`src/rtl/imem_bridge_pkg.sv`:
```
// Shared types and constants for the instruction-memory bridge.
package imem_bridge_pkg;

  typedef enum logic [2:0] {
    ST_IDLE    = 3'd0,
    ST_WAIT    = 3'd1,
    ST_ISSUE   = 3'd2,
    ST_CAPTURE = 3'd3,
    ST_RESP    = 3'd4
  } state_e;

  localparam logic [31:0]  ERR_DATA_DEF = 32'h0000_0013;
  localparam int unsigned  CNT_W        = 16;
  localparam int unsigned  WCNT_W       = 8;
  localparam logic [CNT_W-1:0] CNT_MAX  = '1;

endpackage

```
`src/rtl/imem_bridge.sv`:
```
// Bridges the valid / one-cycle-ready fetch request onto a 1-cycle-latency SRAM,
// with wait states, range checking and a saturating completion counter.
module imem_bridge
  import imem_bridge_pkg::*;
#(
  parameter int unsigned MEM_WORDS   = 1024,
  parameter int unsigned ADDR_W      = 10,
  parameter int unsigned WAIT_STATES = 2,
  parameter logic [31:0] ERR_DATA    = ERR_DATA_DEF
) (
  input  logic              clk,
  input  logic              resetn,
  input  logic              req_valid,
  output logic              req_ready,
  input  logic [31:0]       req_addr,
  output logic [31:0]       req_rdata,
  output logic              sram_en,
  output logic [ADDR_W-1:0] sram_addr,
  input  logic [31:0]       sram_rdata,
  output logic              busy,
  output logic              err_sticky,
  output logic [CNT_W-1:0]  req_count
);

  localparam logic [WCNT_W-1:0] WCNT_LOAD = WCNT_W'(WAIT_STATES - 1);

  state_e             r_state;
  logic [WCNT_W-1:0]  r_wcnt;
  logic [ADDR_W-1:0]  r_addr;
  logic [31:0]        r_rdata;
  logic               r_ready;
  logic               r_err;
  logic [CNT_W-1:0]   r_count;

  logic w_oor;
  logic w_unused_lsb;

  assign w_oor        = ({2'b00, req_addr[31:2]} >= 32'(MEM_WORDS));
  assign w_unused_lsb = ^req_addr[1:0];

  // Request sequencer; req_ready is set on entry to RESP so it is high only in RESP.
  always_ff @(posedge clk or negedge resetn) begin
    if (!resetn) begin
      r_state <= ST_IDLE;
      r_wcnt  <= '0;
      r_addr  <= '0;
      r_rdata <= '0;
      r_ready <= 1'b0;
      r_err   <= 1'b0;
      r_count <= '0;
    end else begin
      r_ready <= 1'b0;
      case (r_state)
        ST_IDLE: begin
          if (req_valid) begin
            r_addr <= req_addr[ADDR_W+1:2];
            if (w_oor) begin
              r_rdata <= ERR_DATA;
              r_err   <= 1'b1;
              r_ready <= 1'b1;
              r_state <= ST_RESP;
            end else if (WAIT_STATES != 0) begin
              r_wcnt  <= WCNT_LOAD;
              r_state <= ST_WAIT;
            end else begin
              r_state <= ST_ISSUE;
            end
          end
        end
        ST_WAIT: begin
          if (!req_valid) begin
            r_state <= ST_IDLE;
          end else if (r_wcnt == '0) begin
            r_state <= ST_ISSUE;
          end else begin
            r_wcnt <= r_wcnt - WCNT_W'(1);
          end
        end
        ST_ISSUE: begin
          r_state <= req_valid ? ST_CAPTURE : ST_IDLE;
        end
        ST_CAPTURE: begin
          // A dropped request discards the SRAM word that arrives now.
          if (!req_valid) begin
            r_state <= ST_IDLE;
          end else begin
            r_rdata <= sram_rdata;
            r_ready <= 1'b1;
            r_state <= ST_RESP;
          end
        end
        ST_RESP: begin
          if (r_count != CNT_MAX) r_count <= r_count + CNT_W'(1);
          r_state <= ST_IDLE;
        end
        default: r_state <= ST_IDLE;
      endcase
    end
  end

  assign sram_en    = (r_state == ST_ISSUE);
  assign sram_addr  = r_addr;
  assign busy       = (r_state != ST_IDLE);
  assign req_ready  = r_ready;
  assign req_rdata  = r_rdata;
  assign err_sticky = r_err;
  assign req_count  = r_count;

endmodule
```
`config.mk`:
```
export PLATFORM = sky130hd
export DESIGN_NAME = imem_bridge
export DESIGN_NICKNAME = d
export VERILOG_FILES = /design/src/rtl/imem_bridge_pkg.sv /design/src/rtl/imem_bridge.sv
export SDC_FILE = /design/constraint.sdc
export NUM_CORES = 1
export LEC_CHECK = 0
export BUFFER_PORTS_ARGS = -buffer_cell sky130_fd_sc_hd__buf_2
export CORE_ASPECT_RATIO = 0.9
export CORE_UTILIZATION = 49
export DETAILED_ROUTE_END_ITERATION = 10
export PLACE_DENSITY = 0.88
export RECOVER_POWER = 100
export SETUP_SLACK_MARGIN = 0.05
export SYNTH_ARGS = -nofsm -noshare
export SYNTH_HDL_FRONTEND = slang
export SYNTH_SLANG_ARGS = --single-unit
```
`constraint.sdc`:
```
create_clock -name clk -period 2.3 [get_ports clk]
set_clock_uncertainty 0.2 [all_clocks]
set_input_delay 0.46 -clock clk [delete_from_list [all_inputs] [get_ports clk]]
set_output_delay 0.46 -clock clk [all_outputs]
set_load 0.02 [all_outputs]
```
==> reports/metrics.cfg <==
[setup_path]
critPathArrivalTime_ns=1.51
startpoint_type=flip-flop
crit_start=r_state[0]$_DFFE_PN0P_
cp_max_fo=12
required_ns=1.64
critPathKind=flip-flop to primary output
critPathMaxStageDelay_ns=0.38
crit_path_end_kind=primary output
reg2reg_from=r_wcnt[0]$_DFFE_PN0P_
reg2regPathDepth=7
crit_chain=buf_4, nor3b_1, clkbuf_1
critical_path.endpoint=sram_en
rrSetupSlack_ns=0.16
critPathSlowestCell=dfrtp_1
r2r_end=r_wcnt[2]$_DFFE_PN0P_

[sta]
period_minus_slack_ns=2.167
setup_viol_count_final=0
slew_headroom_pct=37.30
hold_slack_ns=0.1140
min_period_over_period_pct=94.23
finalHoldViolCount=0
tns_ns=0
max_freq_mhz=461.4
tightestPinTransition_ns=0.9406
slew_viol_final=0
rsz0062_at_grt=no

[drt]
wl_per_cell_microns=14.85
routed_wl_microns=8315
dr.pass1.iters=4
dr_total_vias=3014
drtAntennaViolNets=0
drtIter0Drc=124
vias_per_cell=5.382
drcViolationCount=0

[cts]
cts_tree=built
clk_path_buf_depth=2
htreeDepth=3
cts_setup_buffers=0
clkLatencyLatePin_ns=0.34
clockRootBuffer=clkbuf_8
cts_sinks=71
clk_pin_slew_ns=0.08
cts_made_buffers=9

[hold_path]
hold_class=primary input to flip-flop
hold-path-cell-count=3

[finish]
final_layout_size_suffix_gt1_share_pct=21.70
layout.cells.non_filler=560
n_fill_cell=596
area_delta_synth_final_pct=23.30
fin_nets=535
mostFrequentLayoutCell=dfrtp_1
post-route-cell-area_sq_um=4270
antenna_cells=0
layout_common_cells=dfrtp_1 (71), nand2_1 (67), buf_2 (64)

[pwr]
ir_drop_v=0.0003785
leakage_nw=1.926
total_power_w=0.003085
powerDensity_nw_per_um2=722.4

[floorplan]
start_util_pct=51.76
die-area_sq_um=7409
num_rows=28
core_area_sq_um=6691
io-pin-count=129
fp.dieW_microns=90.62
die_y_microns=81.76

[yosys]
yosysTopAreaCellShare_pct=51.30
ys_seq_area_share_pct=51.30
syn_area_sq_um=3463
syn-num-nets=403
synthArstFlopShare_pct=100.0
netlist_instances=333
ys_top_cells_by_area=dfrtp_1 (51%), nand2_1 (7.3%), o21ai_0 (3.8%), mux2_4 (3.5%), o21ai_2 (2.5%)
ys_types=52
yosys.area.top_type=dfrtp_1
synthFlopType=dfrtp_1
ys_seq_elements=71
yosys_warnings=0
postSynthAreaPerCell_sq_um=10.40
synth_edf_count=0

[placement]
dpl_cell_area_sq_um=4177
routabilityCongestion=0.9553
place_inst=542
io_buffers=126
dp_hpwl_microns=5731

[global_route]
grt_antenna_before_repair=0
first_global_vias=2997
grt_max_degree=72
grt_pass1_wl_microns=13910
grt-ovfl-total=0
grt_usage_pct=24.04

[job]
drv_cap=0

[outcome]
status=complete, no violations

-- layer usage --
metal,vias up,part of all wire (%),global-route usage [%]
met3,11,5.5,6.019
li1,1450,-,-
met2,103,49,40.00
met4,0,1.3,9.516
met1,1450,44,30.56
met5,-,0,0
-- synthesized netlist by cell type, drive strengths merged, types with 2 or more instances --
| master | number |
|---|---|
| mux2 | 11 |
| nand2b | 2 |
| nand2 | 67 |
| nand3 | 5 |
| nand4 | 2 |
| and2 | 2 |
| o21ai | 37 |
| nor3b | 7 |
| xnor2 | 6 |
| inv | 7 |
| a21oi | 9 |
| o211ai | 10 |
| and3 | 6 |
| a31oi | 3 |
| nand4b | 2 |
| mux2i | 3 |
| and4bb | 2 |
| nor4 | 9 |
| dfrtp | 71 |
| clkbuf | 7 |
| a21o | 2 |
| a211oi | 3 |
| nor2 | 16 |
| and4 | 4 |
| or3b | 2 |
| xor2 | 8 |
| ha | 3 |
| nor3 | 5 |
| buf | 9 |
-- sequential cells by signal, indices dropped and copies added (netlist names) --
signal	cells
r_state	3
req_count	16
req_rdata	32
r_wcnt	8
sram_addr	10
req_ready	1
err_sticky	1
-- repair_timing --
| action | CTS | global route |
|---|---|---|
| endpoints found under the setup margin | 19 | 0 |
| endpoints found under the hold margin | 71 | 0 |
| hold buffers | 1 | 0 |
| gates resized for setup | 1 | 0 |
-- worst min path at each step --
| stage | startpoint | end |
|---|---|---|
| 3_3_place_gp | err_sticky$_DFFE_PN0P_ | err_sticky$_DFFE_PN0P_ |
| 6_report | sram_rdata[23] | req_rdata[23]$_DFFE_PN0P_ |
| 3_5_place_dp | err_sticky$_DFFE_PN0P_ | err_sticky$_DFFE_PN0P_ |
| 4_1_cts | sram_rdata[11] | req_rdata[11]$_DFFE_PN0P_ |
| 2_1_floorplan | resetn | err_sticky$_DFFE_PN0P_ |
| 5_1_grt | sram_rdata[8] | req_rdata[8]$_DFFE_PN0P_ |
-- critical path: cells and delay by family (launching register included) --
family | cells | cell delay (ns)
flip-flops | 1 | 0.38
buffers and inverters | 2 | 0.46
AND/OR/NAND/NOR | 1 | 0.33
-- cells by family after synthesis --
kind of cell               share of synthesized area [%]
DFF                                                51.30
buffers and inverters                              4.010
AOI/OAI and AO/OA                                  14.13
muxes                                              5.311
xor gates and xnor gates                           3.541
and+or+nand+nor                                    20.63
adders and majority gates                          1.084
-- layout make-up --
cell class | count | area (sq um) | area share, %
Clock buffer | 11 | 151.4 | 3.545
Inverter | 7 | 26.28 | 0.6153
Sequential cell | 71 | 1777 | 41.61
Clock inverter | 5 | 80.08 | 1.875
Multi-Input combinational cell | 240 | 1495 | 35.01
Tap cell | 90 | 112.6 | 2.637
Timing Repair Buffer | 136 | 628.1 | 14.71
-- metrics by stage --
stage	worst slack, ns	util, %
3_5_place_dp	-0.07293	62.42
2_1_floorplan	0.3544	-
5_1_grt	0.03574	63.82
4_1_cts	0.1741	66.27
6_report	0.1328	63.82
3_3_place_gp	0.005619	62.42
-- power breakdown --
group | switching [W] | internal (W)
registers | 0.000122 | 0.00135
clock network | 0.000478 | 0.000668
logic | 0.000280 | 0.000190
Power figures use the tool's default switching activity.
